--- config.mk ---
export PLATFORM = sky130hd
export DESIGN_NAME = vga_score_bcd
export DESIGN_NICKNAME = d
export VERILOG_FILES = /design/src/rtl/vga_score_bcd.sv
export SDC_FILE = /design/constraint.sdc
export NUM_CORES = 1
export LEC_CHECK = 0
export ABC_AREA = 1
export CORE_MARGIN = 4
export CORE_UTILIZATION = 35
export DETAILED_ROUTE_END_ITERATION = 7
export GPL_TIMING_DRIVEN = 0
export HOLD_SLACK_MARGIN = 0.06
export SLEW_MARGIN = 15
export SYNTH_ARGS = -nofsm -noshare
export SYNTH_HDL_FRONTEND = slang
export SYNTH_SLANG_ARGS = --single-unit
--- constraint.sdc ---
create_clock -name clk -period 9.2 [get_ports clk]
set_clock_uncertainty 0.1 [all_clocks]
set_input_delay 1.38 -clock clk [delete_from_list [all_inputs] [get_ports clk]]
set_output_delay 1.38 -clock clk [all_outputs]
set_load 0.02 [all_outputs]
--- src/rtl/vga_score_bcd.sv ---
// BCD score keeper for a VGA game: serial digit-at-a-time adder plus a frame-stable display copy.
// Optional SCORE_SATURATE_EN: on overflow saturate the score at all 9s instead of wrapping.
module vga_score_bcd #(
  parameter int unsigned NDIGITS = 4
) (
  input  logic                   clk,
  input  logic                   reset_n,
  input  logic                   clear,
  input  logic                   add_valid,
  input  logic [3:0]             add_amount,
  output logic                   add_ready,
  input  logic                   frame_start,
  output logic [4*NDIGITS-1:0]   disp_digits,
  output logic                   overflow
);

  localparam int unsigned W       = 4 * NDIGITS;
  localparam logic [2:0]  LastIdx = 3'(NDIGITS - 1);

  typedef enum logic {StIdle, StAdd} state_e;

  state_e         state_q, state_d;
  logic [W-1:0]   live_q, live_d;
  logic [W-1:0]   disp_q, disp_d;
  logic [3:0]     amount_q, amount_d;
  logic [2:0]     idx_q, idx_d;
  logic           carry_q, carry_d;
  logic           pending_q, pending_d;
  logic           ovf_q, ovf_d;

  logic           accept;
  logic [3:0]     cur_digit;
  logic [3:0]     addend;
  logic [4:0]     sum;
  logic [4:0]     sum_adj;
  logic [3:0]     new_digit;
  logic           carry_out;

  always_comb begin
    add_ready = (state_q == StIdle) && !clear;
    accept    = add_valid && add_ready;
    cur_digit = live_q[{idx_q, 2'b00} +: 4];
    addend    = (idx_q == 3'd0) ? amount_q : 4'd0;
    sum       = {1'b0, cur_digit} + {1'b0, addend} + {4'd0, carry_q};
    sum_adj   = sum - 5'd10;
    carry_out = (sum > 5'd9);
    new_digit = carry_out ? sum_adj[3:0] : sum[3:0];
  end

  always_comb begin
    state_d   = state_q;
    live_d    = live_q;
    disp_d    = disp_q;
    amount_d  = amount_q;
    idx_d     = idx_q;
    carry_d   = carry_q;
    pending_d = pending_q;
    ovf_d     = 1'b0;

    unique case (state_q)
      StIdle: begin
        if (accept) begin
          amount_d = (add_amount > 4'd9) ? 4'd9 : add_amount;
          idx_d    = 3'd0;
          carry_d  = 1'b0;
          state_d  = StAdd;
        end
      end
      StAdd: begin
        live_d[{idx_q, 2'b00} +: 4] = new_digit;
        carry_d = carry_out;
        idx_d   = idx_q + 3'd1;
        if (idx_q == LastIdx) begin
          state_d = StIdle;
          if (carry_out) begin
            ovf_d = 1'b1;
`ifdef SCORE_SATURATE_EN
            live_d = {NDIGITS{4'd9}};
`endif
          end
        end
      end
      default: state_d = StIdle;
    endcase

    // Clear wins over any add in flight but leaves the display path alone.
    if (clear) begin
      live_d  = '0;
      carry_d = 1'b0;
      ovf_d   = 1'b0;
      state_d = StIdle;
    end

    // The copy samples live_q, so a frame coinciding with acceptance shows the pre-add score.
    if ((state_q == StIdle) && (frame_start || pending_q)) begin
      disp_d    = live_q;
      pending_d = 1'b0;
    end else if (frame_start) begin
      pending_d = 1'b1;
    end
  end

  always_ff @(posedge clk or negedge reset_n) begin
    if (!reset_n) begin
      state_q   <= StIdle;
      live_q    <= '0;
      disp_q    <= '0;
      amount_q  <= 4'd0;
      idx_q     <= 3'd0;
      carry_q   <= 1'b0;
      pending_q <= 1'b0;
      ovf_q     <= 1'b0;
    end else begin
      state_q   <= state_d;
      live_q    <= live_d;
      disp_q    <= disp_d;
      amount_q  <= amount_d;
      idx_q     <= idx_d;
      carry_q   <= carry_d;
      pending_q <= pending_d;
      ovf_q     <= ovf_d;
    end
  end

  assign disp_digits = disp_q;
  assign overflow    = ovf_q;

endmodule

Word level (Yosys, flattened, before mapping)
Cells that the tools add are included.

storage, ports and cells
  bits of input ports = 9
  flip-flop bits (word level) = 43

cells by class
  muxes and demuxes = 21
  add/sub/neg operators = 5
  bitwise operators = 1
  $lt $le $gt $ge = 2
  equal/unequal tests = 3
  shifts and indexed selects = 3
  reduce and logical (&&, ||, !) cells = 9

operators by type and width
  cell                      count
  $mux W16                  2
  $bwmux W16                1
  $shift A4 B7 Y16 const A  1
  $shiftx A16 B6 Y4         1
  $shiftx A4 B7 Y16         1
  $mux W4                   3
  $mux W1                   11
  $neg A5 Y7                1
  $pmux W3 S2               1
  $add A4 B4 Y5             1
  $add A5 B1 Y5             1
  $gt A5 B4 Y1 const B      1
  $gt A4 B4 Y1 const B      1
  $pmux W1 S2               2
  $reduce_bool A2 Y1        2
  $sub A4 B4 Y4 const B     1
  $add A3 B1 Y3 const B     1
  $eq A3 B2 Y1 const B      1
  $logic_and A1 B1 Y1       3
  $logic_not A3 Y1          1
  $mux W3                   1
  $ne A3 B3 Y1 const B      1
  $ne A2 B2 Y1 const B      1
  $reduce_and A2 Y1         1
  3 further kinds           3

Depth between registers and ports, before layout
Gate-level depths: netlist (run 1).

  depth after elaboration = 10
  gate-level depth with buffers = 21
  mapped depth without buffers = 19

Worst setup path before layout (run 1)
Ideal clock, no wire load.

  path kind = register -> register
  start point = reg idx_q[0]
  end point = reg live_q[9]
  required time = 8972 ps
  cell stages (with the launch flop) = 20
  setup slack = 6025 ps
  arrival time = 2947 ps
  path through = dfrtp_1 > buf_6 > inv_4 > buf_2 > ha_1 > ha_1 > nand2_1 > inv_1 > fa_1 > fa_1 > inv_1 > ha_1 > inv_1 > nor2_1 > a21oi_2 > nand2_2 > nand2_4 > nand2_2 > nand3_1 > o21ai_0

on the way
  cells in the longest elaborated chain, start to end = 10
  elaborated cells between the ends (all ways) = 14
  classes of those cells = 4 x add/sub; 1 x order compare; 3 x shift; 5 x mux; 1 x reduce/logical

ends and longest elaborated chain
  what                                                                   RTL line  source
  start, declared                                                        26        logic [2:0] idx_q, idx_d;
  start signal, assigned                                                 118       idx_q <= idx_d;
  parallel branches: the longest is 7 deep, another holds $add A4 B4 Y5  -
  $bwmux W16 (*)                                                         70        live_d[{idx_q, 2'b00} +: 4] = new_digit;
  $mux W16 (*)                                                           60        unique case (state_q)
  $mux W16 (*)                                                           87        if (clear) begin
  end signal, assigned                                                   115       live_q <= live_d;
  end, declared                                                          23        logic [W-1:0] live_q, live_d;

Mark *: on every way between the ends. The select of a mux whose other input is x is not followed.
A chain may end at the register's enable or synchronous reset.

Worst setup path after layout (run 1)
  start point = in clear
  end point = out add_ready

on the way
  cells in the longest elaborated chain, start to end = 2

ends and longest elaborated chain
  what                 RTL line  source
  start, declared      8         input logic clear,
  $logic_not A1 Y1     40        add_ready = (state_q == StIdle) && !clear;
  $logic_and A1 B1 Y1  40
  end, declared        11        output logic add_ready,

Every way passes these cells.

==> reports/results.txt, run 1 <==
Hold Path Origin = disp_digits[3]
Top-level port count = 27
Worst ir drop on vdd = 0.1231 mV
Element type at the critical path start = input port
Global routing met2 resource utilization = 21.44%
Required time at the endpoint of the critical path = 7.72 ns
Distinct cells, synth = 28
Detailed-route via count = 1767
Final Hold Fails = 0
# Max-Cap Violations = 0
CTS Hold Buffers Added = 0
Count of pins over their slew limit = 0
Detail-routed via count per cell = 4.776
Post-Route WL = 4824 um
Diode count = 0
Kind of path behind the tightest hold check = reg -> reg
Number of buffers created by CTS = 5
Final count of negative-setup-slack endpoints = 0
Fraction of the cycle the final worst path needs = 45.96%
Number of buffers inserted by port buffering = 26
Residual antenna-violating net count after detailed routing = 0
Initial cell density of the core = 36.77%
Worst reg2reg setup slack = 5.71 ns
Antenna violations before repair = 0
Crit-path cells = clkdlybuf4s50_1 > nor2_1 > clkdlybuf4s50_1
Met1 capacity usage during global routing = 19.74%
GRT Residual Overflow = 0
Leading cell type by number of instances after synthesis = nand2_1
Crit path time final = 4.229 ns
Result of the run = complete, no violations
Critical-path maximum fanout = 7
Proportion of synthesized chip area in sequential cells = 48.56%
Sink count of the clock tree = 43
Type of destination of the critical path = output pin
H-tree levels = 2
Biggest area contributors in the synthesized netlist = dfrtp_1 (49%), nand2_1 (9.1%), o21ai_0 (7.2%)
Cell seen most often among critical-path stages = clkdlybuf4s50_1
Estimated wirelength of the detail-placed design = 3748 um
Primary flip-flop cell chosen by synthesis mapping = dfrtp_1
Critical Path Max Stage Delay = 0.63 ns
Final estimated routing congestion in global placement = 0.9153
Post-cts gate resize count = 0
TritonCTS clock tree = done
Most frequent cells after synthesis = nand2_1 (54), dfrtp_1 (43), inv_1 (35), o21ai_0 (32), nand3_1 (15)
Arrival time of data at the critical path endpoint = 2.75 ns
Flip-flop and latch count after synthesis = 43
Top cell type by total area after synthesis = dfrtp_1
Syn Area/Cell = 8.523 um2
Via count of the first global-routing pass = 1808
Worst Path Buf+Inv = 2
Launching element of the worst setup path = clear
Library cell used as clock root buffer = clkbuf_8
Worst Max-Slew Pin Slew = 0.3747 ns
Number of setup buffers added after CTS = 0
Latest clock arrival within the worst-skew pair = 0.30 ns
Global-route wire length before repair = 8507 um
Worst setup path class = in -> out
Post-Synthesis Cells = 260
Die H = 87.57 um
Number of nets in the layout = 313
Mapped cell area = 2216 um2
Net count after synthesis = 279
Max_slew headroom = 75.02%
Cell Pwr Density = 274.9 nW/um2
Startpoint of the worst-slack reg-to-reg timing path = idx_q[0]
Static leakage = 1.284 nW
Setup repair after global routing missed its margin = false
Total Power Consumption = 0.0007341 W
Asr flop ratio synth = 100.0%
Met3 Resource Use GR = 3.010%
Share of post-route cells with drive strength above 1 = 10.85%
Area share of the largest cell type after synthesis = 48.56%
Area growth, synth to finish = 20.50%
Yosys warns = 0
Top achievable clock speed = 236.5 MHz
Core Rows = 28
Delay-heaviest family, CP = buffers and inverters
Routed wire length per instance = 13.04 um
Overall Global Routing Usage = 14.31%
Maximum number of pins on one net before global-route repair = 32
Clock buffer depth = 2
Core Area = 6026 um2
Post-route setup TNS = 0 ns
Slowest-stage cell, CP = clkdlybuf4s50_1
Post-synth EDFFs = 0
Residual DRC count = 0
Most Used Layer, Global Route = met2
Iteration-0 DRC Markers = 84
Clock slew at the register clock pins of the worst setup and hold paths = 0.08 ns
DR pass1 iterations = 4
Die Wd = 87.57 um
Total Die Area = 7669 um2
## per-layer routing
| layer | vias to the layer above | wire (um) |
|---|---|---|
| met4 | 0 | 136 |
| met3 | 11 | 271 |
| met5 | - | 0 |
| met1 | 785 | 2435 |
| li1 | 925 | - |
| met2 | 46 | 1981 |
## logic make-up (layout without fill, tap and decap cells)
family                     after synthesis  after routing  share of synthesized area, %
AOI/OAI and AO/OA                       56             56                         13.95
adders and majority gates               10             10                         6.324
buffers and inverters                   46             81                         8.922
DFF                                     43             43                         48.56
muxes                                    3              3                         1.524
and+or+nand+nor                        102            102                         20.72
## worst reg2reg max path, delay by kind of cell (launching register included)
family / cells / cell delay (ns)
adder cells (fa/ha/maj): 5 / 1.64
AO/OA/AOI/OAI: 2 / 0.20
flip-flops: 1 / 0.37
buffers and inverters: 6 / 0.57
AND/OR/NAND/NOR: 6 / 0.52
## per-stage QoR
stage                     cell area, um2  utilization, %  setup WS [ns]  hold slack [ns]  instances
after floorplan                     2216               -          6.025           0.3495        260
after global placement              2570           42.65          4.994           0.3641        361
after detailed placement            2585           42.90          4.973           0.3712        362
after CTS                           2670           44.31          4.967           0.3928        370
after global routing                2670           44.31          4.894           0.4014        370
final                               2670           44.31          4.971           0.3833        370
## registers in the layout (all words and copies together) (netlist names)
signal / flops
amount_q: 4
idx_q: 3
pending_q: 1
state_q: 1
disp_digits: 16
carry_q: 1
overflow: 1
live_q: 16
## power by group
part / switching (W) / internal, W / leakage (nW)
registers: 0.0000167 / 0.000208 / 0.590
logic: 0.000261 / 0.000132 / 0.653
clock network: 0.0000635 / 0.0000530 / 0.0412
total: 0.000341 / 0.000393 / 1.28
## final cells by class
type	instances	area, um2
plain buffers	7	48.80
flip-flops and latches	43	1076
multi-input cells	171	942.2
repair buffers	27	275.3
clock buffers	6	72.57
well taps	75	93.84
clock inverters	2	12.51
fillers	634	3356
inverters	39	148.9
## worst paths after layout
| check | end | cells past startpoint |
|---|---|---|
| setup / recovery | add_ready | 3 |
| hold / removal | disp_digits[3] | 2 |
| setup reg to reg | live_q[11] | 19 |
| hold reg to reg | disp_digits[3] | 2 |
| max in group asynchronous | carry_q | 2 |
| min in group asynchronous | live_q[4] | 1 |
## cells in the final DEF (no fill, tap or decap), drive strengths merged
master and count:
clkbuf 7, nor2 14, clkinv 1, buf 8, a21oi 15, nor3 1, clkinvlp 1, dfrtp 43
ha 8, o21ai 35, clkdlybuf4s50 25, inv 39, mux2 3, fa 2, o22ai 3, o211ai 1
nand3 15, nand4 11, nand3b 1, nand2 60, o32ai 2
Power figures use the tool's default switching activity.
==> run 2, diff against run 1 <==
==> constraint.sdc (replaced) <==
create_clock -name clk -period 4.3 [get_ports clk]
set_clock_uncertainty 0.1 [all_clocks]
set_input_delay 0.645 -clock clk [delete_from_list [all_inputs] [get_ports clk]]
set_output_delay 0.645 -clock clk [all_outputs]
set_load 0.02 [all_outputs]
==> results of run 2 <==
Same layout as run 1 (identical final DEF). Status: complete, no violations.
Main changes from that run: setup slack after placement 4.973 ns -> 0.8110 ns; setup slack after layout 4.971 ns -> 0.8052 ns; hold slack 0.3833 ns -> 0.1346 ns; start point of the critical path clear -> idx_q[0]; end point of the critical path add_ready -> live_q[11]; register-to-register setup slack 5.71 ns -> 0.81 ns; total power 0.0007341 W -> 0.001571 W; worst IR drop on VDD 0.1231 mV -> 0.2633 mV
